===== config.mk =====
export PLATFORM = sky130hd
export DESIGN_NAME = mt32_slot_sequencer_flat
export DESIGN_NICKNAME = d
export VERILOG_FILES = /design/src/rtl/mt32_slot_sequencer_if.sv /design/src/rtl/mt32_slot_sequencer.sv /design/src/flat_wrapper.sv
export SDC_FILE = /design/constraint.sdc
export NUM_CORES = 1
export LEC_CHECK = 0
export BUFFER_PORTS_ARGS = -buffer_cell sky130_fd_sc_hd__buf_2
export CORE_ASPECT_RATIO = 0.8
export CORE_MARGIN = 10
export CORE_UTILIZATION = 54
export CTS_CLUSTER_SIZE = 25
export DETAILED_ROUTE_END_ITERATION = 16
export PLACE_DENSITY = 0.77
export SETUP_SLACK_MARGIN = 0.4
export SYNTH_ARGS = -nofsm -noshare
export SYNTH_HDL_FRONTEND = slang
export SYNTH_SLANG_ARGS = --single-unit

===== constraint.sdc =====
create_clock -name mclk -period 2.1 [get_ports mclk]
set_clock_uncertainty 0.05 [all_clocks]
set_input_delay 0.105 -clock mclk [delete_from_list [all_inputs] [get_ports mclk]]
set_output_delay 0.105 -clock mclk [all_outputs]
set_load 0.02 [all_outputs]

===== src/rtl/mt32_slot_sequencer_if.sv =====
// MT-32 slot sequencer signal bundle: board strobes in,
// capture/mix/frame strobes and status out.
interface mt32_slot_sequencer_if #(
  parameter int ERR_W = 8
);
  logic             clk_inh;
  logic [2:0]       ch_id;
  logic             rev_sw;
  logic             frame_ack;
  logic             clr_status;
  logic [7:0]       cap_en;
  logic [2:0]       slot;
  logic             mix_en;
  logic             frame_load;
  logic             rev_en;
  logic             frame_valid;
  logic             locked;
  logic             mute;
  logic             overrun;
  logic             timeout;
  logic [ERR_W-1:0] err_cnt;

  modport master (
    output clk_inh, ch_id, rev_sw,
    output frame_ack, clr_status,
    input  cap_en, slot, mix_en,
    input  frame_load, rev_en,
    input  frame_valid, locked, mute,
    input  overrun, timeout, err_cnt
  );

  modport slave (
    input  clk_inh, ch_id, rev_sw,
    input  frame_ack, clr_status,
    output cap_en, slot, mix_en,
    output frame_load, rev_en,
    output frame_valid, locked, mute,
    output overrun, timeout, err_cnt
  );
endinterface


===== src/rtl/mt32_slot_sequencer.sv =====
// MT-32 DAC slot sequencer: syncs INH/slot code, tracks
// the 8-slot frame, drives capture strobes and frame handshake.
module mt32_slot_sequencer #(
  parameter int LOCK_FRAMES = 2,
  parameter int INH_TIMEOUT = 128,
  parameter int ERR_W       = 8
) (
  input logic mclk,
  input logic rst_n,
  mt32_slot_sequencer_if.slave bus
);

  localparam int TW = $clog2(INH_TIMEOUT + 1);
  localparam int GW = 4;

  typedef enum logic [1:0] {
    SEEK,
    TRACK,
    LOCKED
  } state_e;

  state_e           state_q, state_d;
  logic [GW-1:0]    good_q, good_d;

  logic             inh_s1_q, inh_s2_q, inh_s3_q;
  logic [2:0]       ch_s1_q, ch_s2_q;
  logic             rev_s1_q, rev_s2_q;

  logic [TW-1:0]    tmo_q, tmo_d;
  logic [7:0]       cap_q, cap_d;
  logic [2:0]       slot_q, slot_d;
  logic             mix_q, mix_d;
  logic             load_q, load_d;
  logic             rev_q, rev_d;
  logic             fv_q, fv_d;
  logic             lock_q, lock_d;
  logic             mute_q, mute_d;
  logic             ovr_q, ovr_d;
  logic             tflag_q, tflag_d;
  logic [ERR_W-1:0] err_q, err_d;

  logic             fall;
  logic             match;
  logic             restart;
  logic             tmo_hit;
  logic             seq_err;
  logic             drop;
  logic             load_ev;
  logic             mix_ev;
  logic [2:0]       expected;

  assign fall     = inh_s3_q & ~inh_s2_q;
  assign expected = slot_q + 3'd1;
  assign match    = (ch_s2_q == expected);
  assign restart  = (ch_s2_q == 3'd0);
  assign tmo_hit  = ~fall &
                    (tmo_q == TW'(INH_TIMEOUT - 1));

  always_comb begin
    state_d = state_q;
    good_d  = good_q;
    seq_err = 1'b0;
    drop    = 1'b0;
    load_ev = 1'b0;
    mix_ev  = 1'b0;
    if (fall) begin
      unique case (state_q)
        SEEK: begin
          if (restart) begin
            state_d = TRACK;
            good_d  = '0;
          end
        end
        TRACK: begin
          if (match) begin
            if (ch_s2_q == 3'd7) begin
              good_d = good_q + 4'd1;
              if (good_d == GW'(LOCK_FRAMES))
                state_d = LOCKED;
            end
          end else begin
            seq_err = 1'b1;
            good_d  = '0;
            state_d = restart ? TRACK : SEEK;
          end
        end
        LOCKED: begin
          if (match) begin
            load_ev = (ch_s2_q == 3'd0);
            mix_ev  = (ch_s2_q == 3'd4);
          end else begin
            seq_err = 1'b1;
            drop    = 1'b1;
            good_d  = '0;
            state_d = restart ? TRACK : SEEK;
          end
        end
        default: state_d = SEEK;
      endcase
    end else if (tmo_hit) begin
      state_d = SEEK;
      drop    = 1'b1;
    end
  end

  always_comb begin
    tmo_d   = tmo_q;
    cap_d   = 8'd0;
    slot_d  = slot_q;
    mix_d   = mix_ev;
    load_d  = load_ev;
    rev_d   = rev_q;
    fv_d    = fv_q;
    ovr_d   = bus.clr_status ? 1'b0 : ovr_q;
    tflag_d = (bus.clr_status ? 1'b0 : tflag_q)
              | tmo_hit;
    err_d   = bus.clr_status ? '0 : err_q;
    lock_d  = (state_d == LOCKED);
    mute_d  = ~lock_d;

    if (fall) begin
      tmo_d  = '0;
      cap_d  = 8'd1 << ch_s2_q;
      slot_d = ch_s2_q;
    end else if (tmo_q != TW'(INH_TIMEOUT)) begin
      tmo_d = tmo_q + 1'b1;
    end

    // clr_status loses to an error arriving the same cycle
    if (seq_err && (err_d != {ERR_W{1'b1}}))
      err_d = err_d + 1'b1;

    if (drop) begin
      fv_d = 1'b0;
    end else if (load_ev) begin
      fv_d  = 1'b1;
      rev_d = rev_s2_q;
      if (fv_q && !bus.frame_ack)
        ovr_d = 1'b1;
    end else if (bus.frame_ack) begin
      fv_d = 1'b0;
    end
  end

  always_ff @(posedge mclk) begin
    if (!rst_n) begin
      inh_s1_q <= 1'b0;
      inh_s2_q <= 1'b0;
      inh_s3_q <= 1'b0;
      ch_s1_q  <= 3'd0;
      ch_s2_q  <= 3'd0;
      rev_s1_q <= 1'b0;
      rev_s2_q <= 1'b0;
      state_q  <= SEEK;
      good_q   <= '0;
      tmo_q    <= '0;
      cap_q    <= 8'd0;
      slot_q   <= 3'd0;
      mix_q    <= 1'b0;
      load_q   <= 1'b0;
      rev_q    <= 1'b0;
      fv_q     <= 1'b0;
      lock_q   <= 1'b0;
      mute_q   <= 1'b1;
      ovr_q    <= 1'b0;
      tflag_q  <= 1'b0;
      err_q    <= '0;
    end else begin
      inh_s1_q <= bus.clk_inh;
      inh_s2_q <= inh_s1_q;
      inh_s3_q <= inh_s2_q;
      ch_s1_q  <= bus.ch_id;
      ch_s2_q  <= ch_s1_q;
      rev_s1_q <= bus.rev_sw;
      rev_s2_q <= rev_s1_q;
      state_q  <= state_d;
      good_q   <= good_d;
      tmo_q    <= tmo_d;
      cap_q    <= cap_d;
      slot_q   <= slot_d;
      mix_q    <= mix_d;
      load_q   <= load_d;
      rev_q    <= rev_d;
      fv_q     <= fv_d;
      lock_q   <= lock_d;
      mute_q   <= mute_d;
      ovr_q    <= ovr_d;
      tflag_q  <= tflag_d;
      err_q    <= err_d;
    end
  end

  assign bus.cap_en      = cap_q;
  assign bus.slot        = slot_q;
  assign bus.mix_en      = mix_q;
  assign bus.frame_load  = load_q;
  assign bus.rev_en      = rev_q;
  assign bus.frame_valid = fv_q;
  assign bus.locked      = lock_q;
  assign bus.mute        = mute_q;
  assign bus.overrun     = ovr_q;
  assign bus.timeout     = tflag_q;
  assign bus.err_cnt     = err_q;

endmodule

===== src/flat_wrapper.sv =====
// flat-port wrapper written by rule: the top's interface ports become plain ports
module mt32_slot_sequencer_flat 
#(
  parameter int LOCK_FRAMES = 2,
  parameter int INH_TIMEOUT = 128,
  parameter int ERR_W       = 8
)
  (mclk, rst_n, bus_clk_inh, bus_ch_id, bus_rev_sw, bus_frame_ack, bus_clr_status, bus_cap_en, bus_slot, bus_mix_en, bus_frame_load, bus_rev_en, bus_frame_valid, bus_locked, bus_mute, bus_overrun, bus_timeout, bus_err_cnt);
  mt32_slot_sequencer_if #(.ERR_W(ERR_W)) bus_i ();
  input logic mclk;
  input logic rst_n;
  input wire logic [$bits(bus_i.clk_inh)-1:0] bus_clk_inh;
  input wire logic [$bits(bus_i.ch_id)-1:0] bus_ch_id;
  input wire logic [$bits(bus_i.rev_sw)-1:0] bus_rev_sw;
  input wire logic [$bits(bus_i.frame_ack)-1:0] bus_frame_ack;
  input wire logic [$bits(bus_i.clr_status)-1:0] bus_clr_status;
  output wire logic [$bits(bus_i.cap_en)-1:0] bus_cap_en;
  output wire logic [$bits(bus_i.slot)-1:0] bus_slot;
  output wire logic [$bits(bus_i.mix_en)-1:0] bus_mix_en;
  output wire logic [$bits(bus_i.frame_load)-1:0] bus_frame_load;
  output wire logic [$bits(bus_i.rev_en)-1:0] bus_rev_en;
  output wire logic [$bits(bus_i.frame_valid)-1:0] bus_frame_valid;
  output wire logic [$bits(bus_i.locked)-1:0] bus_locked;
  output wire logic [$bits(bus_i.mute)-1:0] bus_mute;
  output wire logic [$bits(bus_i.overrun)-1:0] bus_overrun;
  output wire logic [$bits(bus_i.timeout)-1:0] bus_timeout;
  output wire logic [$bits(bus_i.err_cnt)-1:0] bus_err_cnt;
  assign bus_i.clk_inh = bus_clk_inh;
  assign bus_i.ch_id = bus_ch_id;
  assign bus_i.rev_sw = bus_rev_sw;
  assign bus_i.frame_ack = bus_frame_ack;
  assign bus_i.clr_status = bus_clr_status;
  assign bus_cap_en = bus_i.cap_en;
  assign bus_slot = bus_i.slot;
  assign bus_mix_en = bus_i.mix_en;
  assign bus_frame_load = bus_i.frame_load;
  assign bus_rev_en = bus_i.rev_en;
  assign bus_frame_valid = bus_i.frame_valid;
  assign bus_locked = bus_i.locked;
  assign bus_mute = bus_i.mute;
  assign bus_overrun = bus_i.overrun;
  assign bus_timeout = bus_i.timeout;
  assign bus_err_cnt = bus_i.err_cnt;
  mt32_slot_sequencer #(.LOCK_FRAMES(LOCK_FRAMES), .INH_TIMEOUT(INH_TIMEOUT), .ERR_W(ERR_W)) u_core (.mclk(mclk), .rst_n(rst_n), .bus(bus_i));
endmodule

==> results.toml, run 1 <==
[detailed_routing]
wl_per_cell_um = 16.5
via_count = 2106
totalWireLength_mm = 6.22
route.detailed.drc = 0
final_antenna_net_count = 0
avgViaCountPerCell = 5.59
drtPass1Iterations = 5
drt_iter0_markers = 132

[critical_path]
max_stage_delay_ps = 400
regToRegSetupSlack_ps = 200
start_kind = "flip-flop"
path_max_fanout = 5
path_class = "reg -> reg"
worstRegToRegCells = 7
worstPathArrival_ps = 2040
worst-path-buf-inv = 1
r2r_start = "u_core.state_q[0]$_SDFF_PN0_"
cp-end-kind = "flip-flop"
cp_slowest_cell = "dfxtp_4"
regToRegEndpoint = "u_core.bus.mute$_SDFF_PN1_"
path_cells = "inv_4 > ha_4 > and4b_2 > nand3b_1 > o211ai_1 > o211ai_1 > or3_1"
crit_top_cell = "o211ai_1"
critical-path-top-delay-family = "simple AND/OR/NAND/NOR gates"
worstPathRequired_ps = 2240

[power_and_ir_drop]
ir_worst_vdd_uv = 466
power.total_mw = 1.71
leakagePower_nw = 1.21
powerDensity_mw_per_mm2 = 541

[clocking]
cts_tree = "built"
clk-insertion-delay-late_ps = 300
htreeDepth = 2
clockBufferDepth = 2
root_buffer = "clkbuf_8"
cts_buffers = 5
cts_sinks = 52
clk_pin_slew_ps = 90

[die]
start_util_pct = 56.1
die_h_um = 78.9
die-width_um = 93.6
die_area_mm2 = 0.00739
core_area_mm2 = 0.00418
io-pin-count = 36
rows = 21

[timing]
period_minus_slack_ps = 1900
final-hold-violation-count = 0
relSlewSlack_pct = 61.5
rsz0062_at_grt = "yes"
finalCritPeriodShare_pct = 90.7
setup_viol = 0
worst_slew_pin_slew_ps = 577
drv_slew = 0
tns_ps = 0
max_freq_mhz = 525

[grt]
grt.total_usage_pct = 15.5
antenna_found_initial = 0
first_global_vias = 1990
grt_pass1_wl_mm = 9.43
grt_overflow = 0
grt_max_degree = 17

[logic_synthesis]
ys_seq_elements = 52
synthCells = 257
async_flop_share_pct = 0
syn-num-nets = 276
yosysWarnings = 0
synth-edff-count = 0
synth_flop_cell = "dfxtp_1"
syn_area_mm2 = 0.00234
yosysSeqAreaShare_pct = 44.4
avgSynthCellArea_um2 = 9.11
yosysUniqueCellTypes = 48

[cells_and_area]
final_cell_count_no_fill = 377
final_util_pct = 75.4
num-nets-final = 338
final_area_mm2 = 0.00315
post_route_cells_drive_above_1_share_pct = 38.1
insertedDiodeCount = 0
syn2layout_area_growth_pct = 34.5

[min_path]
min_path_cells = 2
holdPathEnd = "u_core.good_q[3]$_SDFFE_PN0P_"
min_path_type = "in -> reg"
holdCritStartpoint = "rst_n"

[place]
hpwl_mm = 3.70
gp_congestion = 0.825
placed_area_mm2 = 0.00261
io_buffers = 35
place_inst = 345

[flow_run]
drv_cap = 0

[status]
status = "complete, no violations"
timing repair:
item / 4_1_cts / 5_1_grt
setup buffers: 12 / 7
hold buffers: 5 / 0
endpoints found under the setup margin: 19 / 20
pin swaps: 13 / 12
hold endpoints to repair: 5 / 0
gates resized for setup: 35 / 31
metal layers:
| layer | wire, um | share of wire [%] | track usage, % |
|---|---|---|---|
| met3 | 524 | 8.4 | 4.89 |
| met4 | 129 | 2.1 | 5.45 |
| met2 | 2860 | 46 | 24.4 |
| met1 | 2700 | 43 | 19.5 |
| met5 | 0 | 0 | 0 |
worst register-to-register path, stage by stage, from the launching register on:
cell and delay (ps):
dfxtp_4 400, inv_4 60, ha_4 180, and4b_2 330, nand3b_1 130, o211ai_1 210, o211ai_1 130, or3_1 320
placed cells by master, fill, tap and decap left out, types with 4 or more instances in the layout:
master	n
a21oi_1	9
and2_1	13
buf_2	35
buf_4	23
clkbuf_8	5
dfxtp_1	41
dfxtp_2	4
dfxtp_4	7
dlygate4sd3_1	5
ha_1	4
ha_4	5
inv_1	6
nand2_1	19
nand3_1	15
nor2_1	24
nor2b_1	7
nor3_1	6
nor3_2	6
xnor2_1	11
flip-flops by register name (all words and copies together), names as in the netlist, 2 cells and up:
signal,cells
u_core.bus.cap_en,8
u_core.bus.err_cnt,8
u_core.tmo_q,8
u_core.good_q,4
u_core.bus.slot,3
u_core.ch_s1_q,3
u_core.ch_s2_q,3
u_core.state_q,2
synthesized netlist by cell type (4+ instances only):
cell type / n / area share (%)
inv_1: 8 / 1.3
and3_1: 5 / 1.3
ha_1: 10 / 5.3
and2_1: 13 / 3.5
o21ai_0: 6 / 1.3
xnor2_1: 12 / 4.5
nor2_1: 29 / 4.6
nor3_1: 9 / 1.9
clkbuf_1: 5 / 0.80
dfxtp_1: 52 / 44
nor3_2: 4 / 1.7
nand3_1: 16 / 3.4
a21oi_1: 11 / 2.4
nor2b_1: 7 / 1.9
nor4_1: 4 / 1.1
nand2_1: 19 / 3.0
area by class of cell:
class                           instances  area [um^2]
Multi-Input combinational cell        187         1470
Sequential cell                        52         1070
Fill cell                             274         1030
Timing Repair Buffer                   65          420
Clock buffer                            7         76.3
Tap cell                               57         71.3
Inverter                                8         35.0
Clock inverter                          1         5.00
worst max-delay path by stage:
stage                     cells past startpoint                       startpoint                             to  slack [ps]
after floorplan                               6  u_core.bus.slot[0]$_SDFFE_PN0P_     u_core.bus.mute$_SDFF_PN1_         290
after global placement                        6     u_core.state_q[0]$_SDFF_PN0_     u_core.bus.mute$_SDFF_PN1_         150
after detailed placement                      5     u_core.ch_s2_q[0]$_SDFF_PN0_  u_core.good_q[1]$_SDFFE_PN0P_          70
after CTS                                     6     u_core.state_q[0]$_SDFF_PN0_  u_core.good_q[1]$_SDFFE_PN0P_         270
after global routing                          6    u_core.good_q[0]$_SDFFE_PN0P_     u_core.bus.mute$_SDFF_PN1_         140
final                                         7     u_core.state_q[0]$_SDFF_PN0_     u_core.bus.mute$_SDFF_PN1_         200
report_power, final:
part           total [mW]  internal [mW]  switching, mW
sequential           1.01          0.994         0.0157
clock               0.556          0.235          0.321
combinational       0.139         0.0635         0.0758
total                1.71           1.29          0.413
stage by stage:
| step | setup WS (ps) | hold slack [ps] |
|---|---|---|
| final | 195 | 76.0 |
| after detailed placement | 74.5 | 264 |
| after global placement | 151 | 259 |
| after CTS | 274 | 64.5 |
| after floorplan | 290 | 182 |
| after global routing | 140 | 71.9 |
kinds of logic after synthesis:
family / Yosys count / synth area share, %
simple gates: 126 / 29.5
flops: 52 / 44.4
mux: 2 / 0.855
xor+xnor: 16 / 6.57
fa+ha+maj: 10 / 5.34
buf+inv: 18 / 4.06
compound gates: 33 / 9.24
(Power assumes the default switching activity.)
==> run 2, diff against run 1 <==
--- a/config.mk
+++ b/config.mk
@@ -11,7 +11,7 @@
 export CORE_UTILIZATION = 54
 export CTS_CLUSTER_SIZE = 25
 export DETAILED_ROUTE_END_ITERATION = 16
-export PLACE_DENSITY = 0.77
+export PLACE_DENSITY = 0.76
 export SETUP_SLACK_MARGIN = 0.4
 export SYNTH_ARGS = -nofsm -noshare
 export SYNTH_HDL_FRONTEND = slang
==> results.toml, run 2 (synthesis results as in run 1) <==
[power_and_ir_drop]
pwr-share-clk_pct = 37.0
pwr-share-seq_pct = 55.5
switching_share_pct = 22.3
power_frac_comb_pct = 7.5
switchingPower_mw = 0.404
leakagePower_nw = 1.20
p_int_mw = 1.41
ir_worst_vdd_uv = 446
powerDensity_mw_per_mm2 = 591

[cells_and_area]
final_cell_count_no_fill = 374
final_common_cell = "dfxtp_1"
syn2layout_area_growth_pct = 31.2
final_cell_mix = "dfxtp_1 (42), buf_2 (35), nor2_1 (26), buf_4 (21), nand2_1 (19)"
num-nets-final = 335
insertedDiodeCount = 0
post_route_cells_drive_above_1_share_pct = 34.4
final_area_mm2 = 0.00307

[clocking]
root_buffer = "clkbuf_8"
clk_pin_slew_ps = 100
cts_sinks = 52
clockBufferDepth = 2
clk-insertion-delay-late_ps = 310
cts_tree = "built"
htreeDepth = 2
cts_buffers = 5

[critical_path]
regToRegSetupSlack_ps = 210
regToRegEndpoint = "u_core.bus.mute$_SDFF_PN1_"
start_kind = "flip-flop"
path_max_fanout = 5
cp-end-kind = "flip-flop"
crit_path_start = "u_core.bus.slot[0]$_SDFFE_PN0P_"
r2r_start = "u_core.bus.slot[0]$_SDFFE_PN0P_"
worstPathRequired_ps = 2250
worstPathArrival_ps = 2040
worstRegToRegCells = 6
path_class = "reg -> reg"

[min_path]
min_path_type = "in -> reg"
min_path_cells = 2
holdPathEnd = "u_core.good_q[3]$_SDFFE_PN0P_"
holdCritStartpoint = "rst_n"

[place]
placed_area_mm2 = 0.00262
hpwl_mm = 3.68
place_inst = 346
io_buffers = 35
gp_congestion = 0.841

[flow_run]
drv_cap = 0

[grt]
grt_pass1_wl_mm = 9.07
first_global_vias = 1934
grt_overflow = 0
grt_max_degree = 16
antenna_found_initial = 0
grt.total_usage_pct = 14.8

[status]
status = "complete, no violations"

[timing]
finalCritPeriodShare_pct = 90.2
period_minus_slack_ps = 1890
drv_slew = 0
setup_viol = 0
tns_ps = 0
relSlewSlack_pct = 64.1
worst_slew_pin_slew_ps = 535
final-hold-violation-count = 0
rsz0062_at_grt = "yes"
max_freq_mhz = 528

[detailed_routing]
route.detailed.drc = 0
totalWireLength_mm = 5.48
drtPass1Iterations = 4
drt_iter0_markers = 102
via_count = 2019
final_antenna_net_count = 0
wl_per_cell_um = 14.7
avgViaCountPerCell = 5.40

[die]
io-pin-count = 36
die-width_um = 93.6
core_area_mm2 = 0.00418
die_h_um = 78.9
start_util_pct = 56.1
rows = 21
die_area_mm2 = 0.00739
-- run 2: power groups by stage --
stage	clock network (mW)	logic [mW]	registers [mW]
global placement	0	0.0945	1.03
finish	0.672	0.135	1.01
detailed placement	0	0.0977	1.03
floorplan	0	0.0738	1.03
CTS	0.678	0.117	1.01
global route	0.728	0.147	1.01
-- run 2: timing repair --
item / in CTS / in global routing
pin swaps: 14 / 12
endpoints found under the setup margin: 19 / 18
buffers inserted: 4 / 11
resized for setup: 35 / 13
hold endpoints to repair: 5 / 0
hold buffers: 5 / 0
-- run 2: through the flow --
stage                     total power [mW]  setup WS [ps]  hold slack (ps)  utilization (%)
after floorplan                       1.10            290              182                -
after global placement                1.13            143              260             62.7
after global routing                  1.89            142             67.7             73.6
final                                 1.82            206             67.8             73.6
after detailed placement              1.13           87.1              266             62.7
after CTS                             1.80            242             63.1             70.4
-- run 2: worst max-delay path, stage by stage, from the launching register on --
cell and delay (ps):
dfxtp_4 370, ha_4 260, xnor2_4 180, nand3_4 160, nor3_2 280, o21ai_2 130
or3_1 370
-- run 2: final cells by class --
class / count / area [um^2]
clock buffers: 6 / 72.6
clock inverters: 2 / 35.0
fillers: 300 / 1100
inverters: 8 / 32.5
multi-input cells: 187 / 1400
flip-flops and latches: 52 / 1070
well taps: 57 / 71.3
repair buffers: 62 / 394
-- run 2: metal layers --
| layer | wire [um] | track usage [%] | vias to the layer above |
|---|---|---|---|
| li1 | - | - | 1004 |
| met1 | 2490 | 18.3 | 941 |
| met2 | 2470 | 23.0 | 66 |
| met3 | 455 | 6.11 | 8 |
| met4 | 64 | 4.85 | 0 |
| met5 | 0 | 0 | - |
-- run 2: how the worst max path moves through the flow --
stage,end
floorplan,u_core.bus.mute$_SDFF_PN1_
global placement,u_core.good_q[1]$_SDFFE_PN0P_
detailed placement,u_core.good_q[1]$_SDFFE_PN0P_
CTS,u_core.bus.mute$_SDFF_PN1_
global route,u_core.bus.mute$_SDFF_PN1_
finish,u_core.bus.mute$_SDFF_PN1_
==> run 3, diff against run 2 <==
--- a/config.mk
+++ b/config.mk
@@ -5,7 +5,7 @@
 export SDC_FILE = /design/constraint.sdc
 export NUM_CORES = 1
 export LEC_CHECK = 0
-export BUFFER_PORTS_ARGS = -buffer_cell sky130_fd_sc_hd__buf_2
+export BUFFER_PORTS_ARGS = -buffer_cell sky130_fd_sc_hd__buf_4
 export CORE_ASPECT_RATIO = 0.8
 export CORE_MARGIN = 10
 export CORE_UTILIZATION = 54
==> constraint.sdc (replaced) <==
create_clock -name mclk -period 2.1 [get_ports mclk]
set_clock_uncertainty 0.05 [all_clocks]
set_input_delay 0.42 -clock mclk [delete_from_list [all_inputs] [get_ports mclk]]
set_output_delay 0.42 -clock mclk [all_outputs]
set_load 0.02 [all_outputs]
==> results.toml, run 3 (synthesis results as in run 1) <==
[place]
io_buffers = 35
gp_congestion = 0.864
placed_area_mm2 = 0.00269
hpwl_mm = 3.78

[critical_path]
crit_end = "u_core.bus.mute$_SDFF_PN1_"
cp_slowest_cell = "or4_1"
start_kind = "flip-flop"
path_class = "reg -> reg"
worstPathRequired_ps = 2240
regToRegEndpoint = "u_core.bus.mute$_SDFF_PN1_"
worstRegToRegCells = 6
cp-end-kind = "flip-flop"
path_max_fanout = 4
regToRegSetupSlack_ps = 170
crit_path_start = "u_core.state_q[0]$_SDFF_PN0_"
crit_top_cell = "o211ai_1"
max_stage_delay_ps = 540
worstPathArrival_ps = 2070
r2r_start = "u_core.state_q[0]$_SDFF_PN0_"
path_cells = "inv_4 > ha_4 > or4_1 > o211ai_1 > o211ai_1 > or3_1"

[timing]
setup_viol = 0
rsz0062_at_grt = "yes"
tns_ps = 0
relSlewSlack_pct = 62.9
final-hold-violation-count = 0
worst_slew_pin_slew_ps = 555
period_minus_slack_ps = 1930
drv_slew = 0
max_freq_mhz = 518
finalCritPeriodShare_pct = 91.9

[clocking]
ctsHoldBuffers = 0
clockBufferDepth = 2
clk-insertion-delay-late_ps = 300
clk_pin_slew_ps = 90
cts_tree = "built"
root_buffer = "clkbuf_8"
cts_sinks = 52
htreeDepth = 2
cts_buffers = 5

[die]
die_h_um = 78.9
rows = 21
start_util_pct = 56.1
core_area_mm2 = 0.00418
io-pin-count = 36
die_area_mm2 = 0.00739
die-width_um = 93.6

[grt]
grt_pass1_wl_mm = 8.78
grt_max_degree = 23
first_global_vias = 1900
grt_overflow = 0
antenna_found_initial = 0
grt.total_usage_pct = 14.3

[status]
status = "complete, no violations"

[cells_and_area]
num-nets-final = 325
fillers = 306
insertedDiodeCount = 0
final_area_mm2 = 0.00305
syn2layout_area_growth_pct = 30.0
final_common_cell = "buf_4"
post_route_cells_drive_above_1_share_pct = 33.9
final_cell_mix = "buf_4 (52), dfxtp_1 (41), nor2_1 (26), nand2_1 (19), nand3_1 (15)"

[detailed_routing]
totalWireLength_mm = 5.54
avgViaCountPerCell = 5.37
drtPass1Iterations = 4
route.detailed.drc = 0
wl_per_cell_um = 15.2
final_antenna_net_count = 0
via_count = 1954
drt_iter0_markers = 101

[power_and_ir_drop]
ir_worst_vdd_uv = 438
powerDensity_mw_per_mm2 = 558
leakagePower_nw = 1.13

[min_path]
min_path_type = "in -> reg"

[flow_run]
drv_cap = 0
run 3: cell count changes in the layout (fill, tap and decap cells not counted), moves of 3 or more:
cell,previous run,this run
dfxtp_4,6,9
buf_2,35,0
buf_4,21,52
dlygate4sd3_1,5,0
run 3: where the power goes:
group | switching, mW | total [mW] | internal (mW) | leakage [nW]
registers | 0.0152 | 1.01 | 0.991 | 0.430
clock network | 0.300 | 0.569 | 0.269 | 0.0455
logic | 0.0660 | 0.122 | 0.0560 | 0.658
total | 0.381 | 1.70 | 1.32 | 1.13
run 3: critical path, delay by kind of cell (launching register included):
family                     cells  cell delay [ps]
buffers and inverters          1               50
adders and majority gates      1              160
and+or+nand+nor                2              860
DFF                            1              380
AOI/OAI and AO/OA              2              310
run 3: repair_timing:
action / 4_1_cts / 5_1_grt
setup buffers: 7 / 5
setup endpoints to repair: 19 / 18
pin swaps: 11 / 5
resized for setup: 23 / 27
run 3: cell type report:
cell class | count | area (um^2) | area share, %
Timing Repair Buffer | 52 | 390 | 12.8
Clock buffer | 8 | 90.1 | 2.96
Tap cell | 57 | 71.3 | 2.34
Sequential cell | 52 | 1080 | 35.4
Multi-Input combinational cell | 187 | 1380 | 45.4
Inverter | 8 | 32.5 | 1.07
run 3: metrics by stage:
step           utilization (%)  std cells  worst slack, ps  hold WS (ps)  power (mW)
2_1_floorplan                -        257              290           362        1.10
3_3_place_gp              64.4        344              144           364        1.13
3_5_place_dp              64.4        344             95.6           372        1.13
4_1_cts                   69.2        359              250           273        1.70
5_1_grt                   72.9        364              137           274        1.77
6_report                  72.9        364              170           275        1.70
run 3: worst min path at each step:
| stage | start | end | slack [ps] | cells past startpoint |
|---|---|---|---|---|
| after floorplan | u_core.ch_s1_q[0]$_SDFF_PN0_ | u_core.ch_s2_q[0]$_SDFF_PN0_ | 360 | 1 |
| after global placement | u_core.rev_s1_q$_SDFF_PN0_ | u_core.rev_s2_q$_SDFF_PN0_ | 360 | 1 |
| after detailed placement | u_core.ch_s1_q[2]$_SDFF_PN0_ | u_core.ch_s2_q[2]$_SDFF_PN0_ | 370 | 1 |
| after CTS | bus_rev_sw | u_core.rev_s1_q$_SDFF_PN0_ | 270 | 2 |
| after global routing | bus_rev_sw | u_core.rev_s1_q$_SDFF_PN0_ | 270 | 2 |
| final | bus_rev_sw | u_core.rev_s1_q$_SDFF_PN0_ | 280 | 2 |
run 3: per-layer routing:
layer  wire length [um]  global-route usage, %
met5                  0                      0
met4                 58                   4.55
met3                426                   5.26
met2               2520                   22.8
met1               2530                   17.6
